`src/rtl/lane_game_ctrl_if.sv`:
```
// Pixel write port toward the vga_adapter: one pixel per cycle while plot is high.
// plot is a valid-only strobe: the adapter always accepts, so there is no ready and
// x/y/colour are meaningful only in cycles where plot=1.
interface lane_game_ctrl_if;
    logic [7:0] x;
    logic [6:0] y;
    logic [2:0] colour;
    logic       plot;

    modport master (output x, output y, output colour, output plot);
    modport slave  (input  x, input  y, input  colour, input  plot);
endinterface

```
`src/rtl/lane_game_ctrl.sv`:
```
// Lane game engine: ping-pong cursor over N lanes, synchronised hit keys with
// saturating score/miss counters, and a full-frame repaint scanner for the VGA path.
module lane_game_ctrl #(
    parameter int LANES       = 4,
    parameter int LANE_W      = 40,
    parameter int LANE_H      = 60,
    parameter int TICK_CYCLES = 50000000,
    parameter int SCORE_W     = 8
) (
    input  logic               CLOCK_50,
    input  logic               resetn,
    input  logic [LANES-1:0]   target_en,
    input  logic [LANES-1:0]   hit_n,
    lane_game_ctrl_if.master   vga,
    output logic [2:0]         active_lane,
    output logic [SCORE_W-1:0] score,
    output logic [SCORE_W-1:0] miss,
    output logic               busy,
    output logic               dbg_state_o
);

    localparam int TICK_W = $clog2(TICK_CYCLES);
    localparam int COL_W  = (LANE_W > 1) ? $clog2(LANE_W) : 1;
    localparam int ROW_W  = (LANE_H > 1) ? $clog2(LANE_H) : 1;

    localparam logic [TICK_W-1:0] TICK_RELOAD = TICK_W'(TICK_CYCLES - 1);
    localparam logic [2:0]        LAST_LANE   = 3'(LANES - 1);
    localparam logic [COL_W-1:0]  LAST_COL    = COL_W'(LANE_W - 1);
    localparam logic [ROW_W-1:0]  LAST_ROW    = ROW_W'(LANE_H - 1);
    localparam logic [7:0]        ROW_REWIND  = 8'(LANE_W - 1);

    typedef enum logic {IDLE, DRAW} state_e;

    // ---------------- tick generator ----------------
    logic [TICK_W-1:0] tick_cnt_q;
    logic              tick;

    assign tick = (tick_cnt_q == '0);

    always_ff @(posedge CLOCK_50) begin
        if (!resetn) begin
            tick_cnt_q <= TICK_RELOAD;
        end else if (tick) begin
            tick_cnt_q <= TICK_RELOAD;
        end else begin
            tick_cnt_q <= tick_cnt_q - TICK_W'(1);
        end
    end

    // ---------------- cursor ----------------
    logic [2:0] lane_q;
    logic       dir_up_q;

    always_ff @(posedge CLOCK_50) begin
        if (!resetn) begin
            lane_q   <= 3'd0;
            dir_up_q <= 1'b1;
        end else if (tick) begin
            if (dir_up_q) begin
                if (lane_q == LAST_LANE) begin
                    lane_q   <= LAST_LANE - 3'd1;
                    dir_up_q <= 1'b0;
                end else begin
                    lane_q <= lane_q + 3'd1;
                end
            end else begin
                if (lane_q == 3'd0) begin
                    lane_q   <= 3'd1;
                    dir_up_q <= 1'b1;
                end else begin
                    lane_q <= lane_q - 3'd1;
                end
            end
        end
    end

    // ---------------- hit key synchronisers ----------------
    // sync3 holds the previous synchronised value, so a press is a 1 -> 0 step.
    logic [LANES-1:0] sync1_q, sync2_q, sync3_q;
    logic [LANES-1:0] press;

    always_ff @(posedge CLOCK_50) begin
        if (!resetn) begin
            sync1_q <= '1;
            sync2_q <= '1;
            sync3_q <= '1;
        end else begin
            sync1_q <= hit_n;
            sync2_q <= sync1_q;
            sync3_q <= sync2_q;
        end
    end

    assign press = sync3_q & ~sync2_q;

    // ---------------- scoring ----------------
    logic [LANES-1:0]   hit_mask;
    logic               got_hit, got_miss;
    logic [SCORE_W-1:0] score_q, score_d, miss_q, miss_d;

    always_comb begin
        hit_mask = '0;
        for (int i = 0; i < LANES; i++) begin
            hit_mask[i] = press[i] & target_en[i] & (lane_q == 3'(i));
        end
    end

    assign got_hit  = |hit_mask;
    assign got_miss = |(press & ~hit_mask);
    assign score_d  = (got_hit && (score_q != '1)) ? score_q + SCORE_W'(1) : score_q;
    assign miss_d   = (got_miss && (miss_q != '1)) ? miss_q + SCORE_W'(1) : miss_q;

    always_ff @(posedge CLOCK_50) begin
        if (!resetn) begin
            score_q <= '0;
            miss_q  <= '0;
        end else begin
            score_q <= score_d;
            miss_q  <= miss_d;
        end
    end

    // ---------------- repaint requests ----------------
    logic [LANES-1:0] tgt_q;
    logic             repaint_req;

    always_ff @(posedge CLOCK_50) begin
        tgt_q <= target_en;
    end

    assign repaint_req = tick | (tgt_q != target_en) | (score_d != score_q);

    // ---------------- repaint scanner ----------------
    state_e           state_q;
    logic             pending_q;
    logic [2:0]       scan_lane_q;
    logic [COL_W-1:0] col_q;
    logic [ROW_W-1:0] row_q;
    logic [7:0]       x_q;
    logic [6:0]       y_q;
    logic [2:0]       colour_q;
    logic             plot_q;
    logic             last_px, lane_done;
    logic [2:0]       nxt_lane;
    logic             nxt_armed;
    logic [2:0]       nxt_colour;

    always_comb begin
        lane_done = (col_q == LAST_COL) && (row_q == LAST_ROW);
        last_px   = lane_done && (scan_lane_q == LAST_LANE);
        if (state_q == IDLE) begin
            nxt_lane = 3'd0;
        end else if (lane_done) begin
            nxt_lane = scan_lane_q + 3'd1;
        end else begin
            nxt_lane = scan_lane_q;
        end
        nxt_armed = 1'b0;
        for (int i = 0; i < LANES; i++) begin
            if (nxt_lane == 3'(i)) nxt_armed = target_en[i];
        end
        // Red marks the cursor lane, green an armed target; both gives yellow.
        nxt_colour = {nxt_lane == lane_q, nxt_armed, 1'b0};
    end

    always_ff @(posedge CLOCK_50) begin
        if (!resetn) begin
            state_q     <= IDLE;
            pending_q   <= 1'b1;
            scan_lane_q <= 3'd0;
            col_q       <= '0;
            row_q       <= '0;
            x_q         <= 8'd0;
            y_q         <= 7'd0;
            colour_q    <= 3'd0;
            plot_q      <= 1'b0;
        end else begin
            pending_q <= pending_q | repaint_req;
            case (state_q)
                IDLE: begin
                    if (pending_q) begin
                        // A request landing on the start cycle keeps pending set.
                        pending_q   <= repaint_req;
                        state_q     <= DRAW;
                        scan_lane_q <= 3'd0;
                        col_q       <= '0;
                        row_q       <= '0;
                        x_q         <= 8'd0;
                        y_q         <= 7'd0;
                        colour_q    <= nxt_colour;
                        plot_q      <= 1'b1;
                    end
                end
                DRAW: begin
                    if (last_px) begin
                        state_q  <= IDLE;
                        plot_q   <= 1'b0;
                        colour_q <= 3'd0;
                    end else begin
                        colour_q <= nxt_colour;
                        if (col_q != LAST_COL) begin
                            col_q <= col_q + COL_W'(1);
                            x_q   <= x_q + 8'd1;
                        end else if (row_q != LAST_ROW) begin
                            col_q <= '0;
                            row_q <= row_q + ROW_W'(1);
                            x_q   <= x_q - ROW_REWIND;
                            y_q   <= y_q + 7'd1;
                        end else begin
                            col_q       <= '0;
                            row_q       <= '0;
                            scan_lane_q <= scan_lane_q + 3'd1;
                            x_q         <= x_q + 8'd1;
                            y_q         <= 7'd0;
                        end
                    end
                end
                default: state_q <= IDLE;
            endcase
        end
    end

    assign vga.x       = x_q;
    assign vga.y       = y_q;
    assign vga.colour  = colour_q;
    assign vga.plot    = plot_q;
    assign busy        = plot_q;
    assign dbg_state_o = (state_q == DRAW);
    assign active_lane = lane_q;
    assign score       = score_q;
    assign miss        = miss_q;

endmodule

```
`src/flat_wrapper.sv`:
```
// flat-port wrapper written by rule: the top's interface ports become plain ports
module lane_game_ctrl_flat 
#(
    parameter int LANES       = 4,
    parameter int LANE_W      = 40,
    parameter int LANE_H      = 60,
    parameter int TICK_CYCLES = 50000000,
    parameter int SCORE_W     = 8
)
  (CLOCK_50, resetn, target_en, hit_n, active_lane, score, miss, busy, dbg_state_o, vga_x, vga_y, vga_colour, vga_plot);
  lane_game_ctrl_if vga_i ();
  input  logic CLOCK_50;
  input  logic resetn;
  input  logic [LANES-1:0] target_en;
  input  logic [LANES-1:0] hit_n;
  output logic [2:0] active_lane;
  output logic [SCORE_W-1:0] score;
  output logic [SCORE_W-1:0] miss;
  output logic busy;
  output logic dbg_state_o;
  output wire logic [$bits(vga_i.x)-1:0] vga_x;
  output wire logic [$bits(vga_i.y)-1:0] vga_y;
  output wire logic [$bits(vga_i.colour)-1:0] vga_colour;
  output wire logic [$bits(vga_i.plot)-1:0] vga_plot;
  assign vga_x = vga_i.x;
  assign vga_y = vga_i.y;
  assign vga_colour = vga_i.colour;
  assign vga_plot = vga_i.plot;
  lane_game_ctrl #(.LANES(LANES), .LANE_W(LANE_W), .LANE_H(LANE_H), .TICK_CYCLES(TICK_CYCLES), .SCORE_W(SCORE_W)) u_core (.CLOCK_50(CLOCK_50), .resetn(resetn), .target_en(target_en), .hit_n(hit_n), .vga(vga_i), .active_lane(active_lane), .score(score), .miss(miss), .busy(busy), .dbg_state_o(dbg_state_o));
endmodule
```
`config.mk`:
```
export PLATFORM = sky130hd
export DESIGN_NAME = lane_game_ctrl_flat
export DESIGN_NICKNAME = d
export VERILOG_FILES = /design/src/rtl/lane_game_ctrl_if.sv /design/src/rtl/lane_game_ctrl.sv /design/src/flat_wrapper.sv
export SDC_FILE = /design/constraint.sdc
export NUM_CORES = 1
export LEC_CHECK = 0
export BUFFER_PORTS_ARGS = -buffer_cell sky130_fd_sc_hd__buf_4
export CAP_MARGIN = 10
export CORE_MARGIN = 4
export CORE_UTILIZATION = 45
export DETAILED_ROUTE_END_ITERATION = 10
export SYNTH_ARGS = -nofsm -noshare
export SYNTH_HDL_FRONTEND = slang
export SYNTH_SLANG_ARGS = --single-unit
```
`constraint.sdc`:
```
create_clock -name CLOCK_50 -period 2.9 [get_ports CLOCK_50]
set_input_delay 0.435 -clock CLOCK_50 [delete_from_list [all_inputs] [get_ports CLOCK_50]]
set_output_delay 0.435 -clock CLOCK_50 [all_outputs]
set_load 0.01 [all_outputs]
```
Word-level counts from Yosys, hierarchy flattened
Cells that the tools add are included.

Bits in registers: 98. Input bits: 10. Output and inout port bits: 40.

$add $sub $neg: 11. Equal/unequal tests: 21. Multiplexer cells: 47. Bitwise logic cells: 17. Reductions and logical operators: 14.

Operator list (count): two-way mux 8 bit (5); two-way mux 6 bit (6); two-way mux 3 bit (11); two-way mux 7 bit (4); zero test 26 bit (1); subtractor 26 x 1 -> 26 bit (second input constant) (1); adder 8 x 1 -> 8 bit (second input constant) (3); one-hot mux 6 bit (2 select lines) (2); inequality test 8 bit (second input constant) (2); one-hot mux 8 bit (2 select lines) (1); equality test 3 x 2 -> 1 bit (second input constant) (5); one-hot mux 7 bit (2 select lines) (1); two-way mux 1 bit (13); adder 6 x 1 -> 6 bit (second input constant) (2); equality test 6 bit (second input constant) (2); inequality test 6 bit (second input constant) (2); one-hot mux 3 bit (2 select lines) (2); bitwise AND 1 bit (8); bitwise AND 4 bit (2); inequality test 2 bit (second input constant) (4); inequality test 8 bit (1); inverter 4 bit (2); OR reduction 4 bit (2); subtractor 8 x 6 -> 8 bit (second input constant) (1); other kinds (16) (27).

Longest topological paths before layout
Gate-level depths: netlist of run 1.

Word-level depth: 12. Gate-level depth with buffers: 9. Depth with buffers taken out: 8.

Least setup slack after synthesis of run 1
No wires, ideal clock.

Path type: reg-to-reg. Start: reg u_core.tick_cnt_q[9]. End: reg u_core.lane_q[2], in the netlist u_core.active_lane[2]. Arrival: 2.538 ns. Data required time: 2.830 ns. Path slack: 0.292 ns. Stages on the path, launching flop included: 7. Period minus slack after synthesis: 2.608 ns. Cells stage by stage: dfxtp_1 or4_4 or4b_1 or4_4 buf_6 or4_1 a21oi_1.

Longest elaborated chain between the ends: 1.

Ends and longest elaborated chain: start: declaration (RTL line lane_game_ctrl.sv:35) `logic [TICK_W-1:0] tick_cnt_q;`; start signal: assignment (RTL line lane_game_ctrl.sv:46) `tick_cnt_q <= tick_cnt_q - TICK_W'(1);`; zero test 26 bit (RTL line lane_game_ctrl.sv:38) `assign tick = (tick_cnt_q == '0);`; end signal: assignment (RTL line lane_game_ctrl.sv:61) `lane_q <= LAST_LANE - 3'd1;`; end signal: assignment (RTL line lane_game_ctrl.sv:64) `lane_q <= lane_q + 3'd1;`; end signal: assignment (RTL line lane_game_ctrl.sv:71) `lane_q <= lane_q - 3'd1;`; end: declaration (RTL line lane_game_ctrl.sv:51) `logic [2:0] lane_q;`.

Every way passes these cells. A chain may end at the register's enable or synchronous reset.

Worst setup path after layout of run 1
Start: reg u_core.tick_cnt_q[20]. End: reg u_core.lane_q[2], in the netlist u_core.active_lane[2].

Same word-level chain as after synthesis.

==> results.toml, run 1 <==
[status]
status = "finished clean"

[sta]
tightest_slew_ps = 713
drv_slew = 0
period_needed_ps = 2650
setup_viol_count_final = 0
fin_crit_sh_pct = 91.5
setup-tns-final_ps = 0
rsz0062_at_grt = "no"
fmax_mhz = 377
holdWs_ps = 210
finalHoldViolCount = 0
slew_headroom_pct = 52.1
skew_ps = 14.9

[cts]
insertion_delay_ps = 360
post-cts-setup-buffers = 0
cts_tree = "done"
cts_hold_buf = 0
cts.reportedPaths.clkPinSlew_ps = 90
root_buffer = "clkbuf_8"
cts-buffers-inserted = 9
cts_resized = 0
cts_sinks = 97
cts_buffer_depth = 2
htree_levels = 3

[global_routing]
overflow = 0
grt_start_max_net_pins = 31
grt_pass1_wl_um = 15300
antenna_found_initial = 0
grt_usage_pct = 16.4
grt_pass1_vias = 3331

[detailed_routing]
routed_wl_um = 8960
drtIter0Drc = 116
routed_via_density = 5.15
ant_nets = 0
drc_errors = 0
wire_per_inst_um = 13.0
vias = 3544
drt_first_pass_iters = 4

[pwr]
powerDensity_mw_per_mm2 = 472
leakage_nw = 2.02
irDropWorstVdd_mv = 0.271

[synthesis]
yosysWarnings = 0
synth.distinct_cells = 54
synth_nets = 531
synth-seq-cells = 97
syn_inst = 507
yosysSeqAreaShare_pct = 43.6
synthFlopType = "dfxtp_1"
synth_edf_count = 0
async_flop_share_pct = 0
netlist_area_sq_mm = 0.00445
syn_area_per_cell_sq_um = 8.78

[die]
dieArea_sq_mm = 0.0115
num_io_pins = 50
core_area_sq_mm = 0.00968
die_w_um = 107
num_rows = 36
initial_utilization_pct = 46.0
dieHeight_um = 107

[setup_path]
setup.worst_path.end_class = "flop"
cp_max_fo = 9
critPathSlowestCell = "or4_4"
required_ps = 3190
critPathLaunchType = "flop"
path_cells = "or4_4 > or3_1 > or2_1 > or4_4 > or4_1 > a21oi_1"
worstSetupPathType = "reg -> reg"
critPathTopFamily = "simple AND/OR/NAND/NOR gates"
slowest_delay_ps = 550
critPathArrivalTime_ps = 2940
crit_buf_inv = 0
crit_path_frequent_cell = "or4_4"

[place]
hpwl_um = 6360
port_buffers = 48
place.gp.congestion = 0.858

[worst_hold_path]
min_path_type = "in -> reg"

[final_layout]
fin_nets = 574
drive_gt1_share_pct = 14.8
syn2layout_area_growth_pct = 15.1
diodes = 0

[flow_run]
drv_cap = 0
## flip-flops by register name, indices dropped and copies added, names as in the netlist
signal,count
u_core.row_q,6
u_core.active_lane,3
u_core.vga.y,7
u_core.tick_cnt_q,26
u_core.tgt_q,4
u_core.miss,8
u_core.score,8
u_core.pending_q,1
u_core.busy,1
u_core.sync3_q,4
u_core.vga.colour,2
u_core.scan_lane_q,3
u_core.vga.x,8
u_core.sync2_q,4
u_core.sync1_q,4
u_core.dbg_state_o,1
u_core.dir_up_q,1
u_core.col_q,6
## cell type report
type,instances,area (sq um)
clock buffers,12,155
clock inverters,4,51.3
fillers,918,4560
inverters,14,52.6
multi-input cells,376,2360
flip-flops and latches,97,1940
well taps,133,166
repair buffers,52,390
## logic make-up after synthesis
kind of cell	Yosys count	share of synthesized area, %
simple gates	228	25.7
flops	97	43.6
compound gates	67	9.98
xor+xnor	53	10.4
buf+inv	34	3.23
fa+ha+maj	14	3.94
mux	13	3.04
other cells	1	0.0843
## layer usage
metal	GRT usage, %	vias to the layer above	wire length, um
li1	-	1830	-
met3	2.64	11	270
met2	27.3	40	4300
met1	20.9	1663	4230
met5	0	-	0
met4	7.57	0	165
## cells in the mapped netlist (all sizes together) (2+ instances only)
cell type / n / area share, %
a31o: 2 / 0.39
clkbuf: 16 / 1.3
a211oi: 4 / 0.67
xor2: 30 / 5.9
dfxtp: 97 / 44
a311oi: 4 / 0.79
nand2b: 20 / 2.8
inv: 14 / 1.2
o21ai: 14 / 1.6
nor4: 4 / 0.56
and2: 4 / 0.56
nor2b: 6 / 0.84
or2: 5 / 0.70
buf: 4 / 0.70
o31a: 2 / 0.39
a21oi: 19 / 2.1
mux2: 4 / 1.0
mux2i: 9 / 2.0
nand4: 16 / 2.2
nand3: 10 / 1.1
nor2: 62 / 5.2
and3: 12 / 1.7
a32oi: 3 / 0.59
a21o: 2 / 0.34
or4: 5 / 1.1
ha: 14 / 3.9
a21boi: 4 / 0.67
xnor2: 23 / 4.5
or3: 9 / 1.3
o32ai: 2 / 0.39
a31oi: 2 / 0.28
nand2: 57 / 4.8
nand3b: 4 / 0.67
nor3: 9 / 1.0
## path summary, 6_finish.rpt
| kind | startpoint | slack [ps] | cells after the start | endpoint |
|---|---|---|---|---|
| setup / recovery | u_core.tick_cnt_q[20]$_SDFF_PP1_ | 250 | 6 | u_core.active_lane[2]$_SDFFE_PN0P_ |
| hold / removal | target_en[0] | 210 | 1 | u_core.tgt_q[0]$_DFF_P_ |
| setup reg to reg | u_core.tick_cnt_q[20]$_SDFF_PP1_ | 250 | 6 | u_core.active_lane[2]$_SDFFE_PN0P_ |
| hold reg to reg | u_core.tick_cnt_q[0]$_SDFF_PP1_ | 410 | 1 | u_core.tick_cnt_q[0]$_SDFF_PP1_ |
## cells in the final DEF (no fill, tap or decap), drive strengths merged, types with 5 or more instances in the layout
| cell | n |
|---|---|
| nand4 | 16 |
| and3 | 12 |
| clkbuf | 12 |
| dfxtp | 97 |
| buf | 52 |
| nand2b | 20 |
| xor2 | 30 |
| nor2 | 62 |
| o21ai | 14 |
| ha | 14 |
| nor2b | 6 |
| inv | 14 |
| nand3 | 10 |
| mux2i | 9 |
| or2 | 5 |
| xnor2 | 23 |
| nor3 | 9 |
| or4 | 5 |
| a21oi | 19 |
| or3 | 9 |
| nand2 | 57 |
## power breakdown
| part | switching [mW] | internal (mW) |
|---|---|---|
| Clock | 0.456 | 0.447 |
| Sequential | 0.0194 | 1.36 |
| Combinational | 0.0789 | 0.0573 |
| Total | 0.554 | 1.86 |
## through the flow
| step | worst slack (ps) | total power, mW | cells | utilization, % | area, sq um |
|---|---|---|---|---|---|
| CTS | 242 | 2.45 | 688 | 52.9 | 5120 |
| floorplan | 292 | 1.49 | 507 | - | 4450 |
| global placement | 290 | 1.54 | 672 | 50.8 | 4920 |
| detailed placement | 264 | 1.55 | 672 | 50.8 | 4920 |
| global route | 101 | 2.53 | 688 | 52.9 | 5120 |
| finish | 247 | 2.42 | 688 | 52.9 | 5120 |
(Power assumes the default switching activity.)
==> inputs of run 2 (changes only) <==
--- a/config.mk
+++ b/config.mk
@@ -10,6 +10,7 @@
 export CORE_MARGIN = 4
 export CORE_UTILIZATION = 45
 export DETAILED_ROUTE_END_ITERATION = 10
+export PLACE_DENSITY = 0.66
 export SYNTH_ARGS = -nofsm -noshare
 export SYNTH_HDL_FRONTEND = slang
 export SYNTH_SLANG_ARGS = --single-unit
==> constraint.sdc (replaced) <==
create_clock -name CLOCK_50 -period 2.3 [get_ports CLOCK_50]
set_input_delay 0.345 -clock CLOCK_50 [delete_from_list [all_inputs] [get_ports CLOCK_50]]
set_output_delay 0.345 -clock CLOCK_50 [all_outputs]
set_load 0.01 [all_outputs]
==> results.toml, run 2 (synthesis results as in run 1) <==
[detailed_routing]
drc_errors = 0
routed_wl_um = 9420
ant_nets = 0
routed_via_density = 5.02
wire_per_inst_um = 13.0
drt_first_pass_iters = 4
drtIter0Drc = 118
vias = 3642

[sta]
fmax_mhz = 393
drv_slew = 0
skew_ps = 14.3
setup_slack_ps = -246
period_needed_ps = 2550
setup_viol_count_final = 21
rsz0062_at_grt = "yes"
fin_crit_sh_pct = 111
holdWs_ps = 112
finalHoldViolCount = 0

[setup_path]
crit_path_frequent_cell = "or4_4"
worstSetupPathType = "reg -> reg"
cp_max_fo = 4
critPathTopFamily = "simple AND/OR/NAND/NOR gates"
critPathArrivalTime_ps = 2870
critPathSlowestCell = "or4_4"
path_cells = "or4_4 > or4b_4 > or4_4 > or4_4 > a21oi_2"
slowest_delay_ps = 530
crit_buf_inv = 0
required_ps = 2620
setup.worst_path.end_class = "flop"
critPathLaunchType = "flop"

[global_routing]
grt_start_max_net_pins = 31
antenna_found_initial = 0
overflow = 0
grt_pass1_vias = 3609
grt_usage_pct = 17.0
grt_pass1_wl_um = 16100

[final_layout]
syn2layout_area_growth_pct = 23.8
fill_cells = 895
diodes = 0
drive_gt1_share_pct = 22.9
fin_nets = 612
largest_reg_flops = 26
regMostFlops = "u_core.tick_cnt_q"
mostFrequentLayoutCell = "dfxtp_1"
final_cells = 726
most-common-layout-cells = "96 x dfxtp_1, 86 x buf_4, 62 x nor2_1"
design_area_sq_mm = 0.00551

[flow_run]
drv_cap = 0

[place]
hpwl_um = 6800
numPlacedInstances = 707
place.gp.congestion = 0.843
post-place-ws_ps = -232
port_buffers = 48
postPlaceCellArea_sq_mm = 0.00521

[status]
status = "finished, violations left"
violations = "negative setup slack"

[die]
num_io_pins = 50
num_rows = 36
die_w_um = 107
dieArea_sq_mm = 0.0115
dieHeight_um = 107
initial_utilization_pct = 46.0
core_area_sq_mm = 0.00968

[cts]
cts-buffers-inserted = 9
cts_buffer_depth = 2
insertion_delay_ps = 380
cts_tree = "done"
root_buffer = "clkbuf_8"
htree_levels = 3
cts_sinks = 97
cts.reportedPaths.clkPinSlew_ps = 110

[pwr]
irDropWorstVdd_mv = 0.533
total_power_mw = 2.99
leakage_nw = 2.21
powerDensity_mw_per_mm2 = 543

[worst_hold_path]
min_path_type = "in -> reg"
[run 2: per-layer routing]
metal  vias up  track usage [%]  wire, um
li1       1907                -         -
met1      1681             21.1      4320
met2        47             29.0      4610
met3         7             5.40       401
met4         0             3.97        89
met5         -                0         0
[run 2: final timing paths]
path                                   start                                  to  slack [ps]  depth (start not counted)
max          u_core.tick_cnt_q[9]$_SDFF_PP0_  u_core.active_lane[2]$_SDFFE_PN0P_        -250                          5
min                             target_en[2]             u_core.tgt_q[2]$_DFF_P_         110                          1
max reg2reg  u_core.tick_cnt_q[9]$_SDFF_PP0_  u_core.active_lane[2]$_SDFFE_PN0P_        -250                          5
min reg2reg  u_core.tick_cnt_q[0]$_SDFF_PP1_     u_core.tick_cnt_q[0]$_SDFF_PP1_         410                          1
[run 2: power breakdown]
| part | switching [mW] | internal, mW |
|---|---|---|
| Combinational | 0.107 | 0.0887 |
| Clock | 0.646 | 0.414 |
| Sequential | 0.0248 | 1.71 |
[run 2: area by class of cell]
cell class	count	area [sq um]	share of cell area, %
tap	133	166	3.02
timing repair buffer	90	708	12.9
inverter	14	52.6	0.954
multi-input combinational	376	2450	44.5
sequential	97	1940	35.3
clock buffer	9	124	2.25
clock inverter	7	61.3	1.11
[run 2: through the flow]
| step | TNS, ps | util (%) |
|---|---|---|
| finish | -2640 | 56.9 |
| global route | -4760 | 56.9 |
| CTS | -2900 | 56.1 |
| detailed placement | -1120 | 53.8 |
| global placement | -523 | 53.8 |
| floorplan | -2450 | - |
[run 2: what timing repair did]
action	4_1_cts	5_1_grt
resized for setup	4	18
setup endpoints to repair	28	39
hold buffers	0	0
setup buffers	3	1
pin swaps	0	2
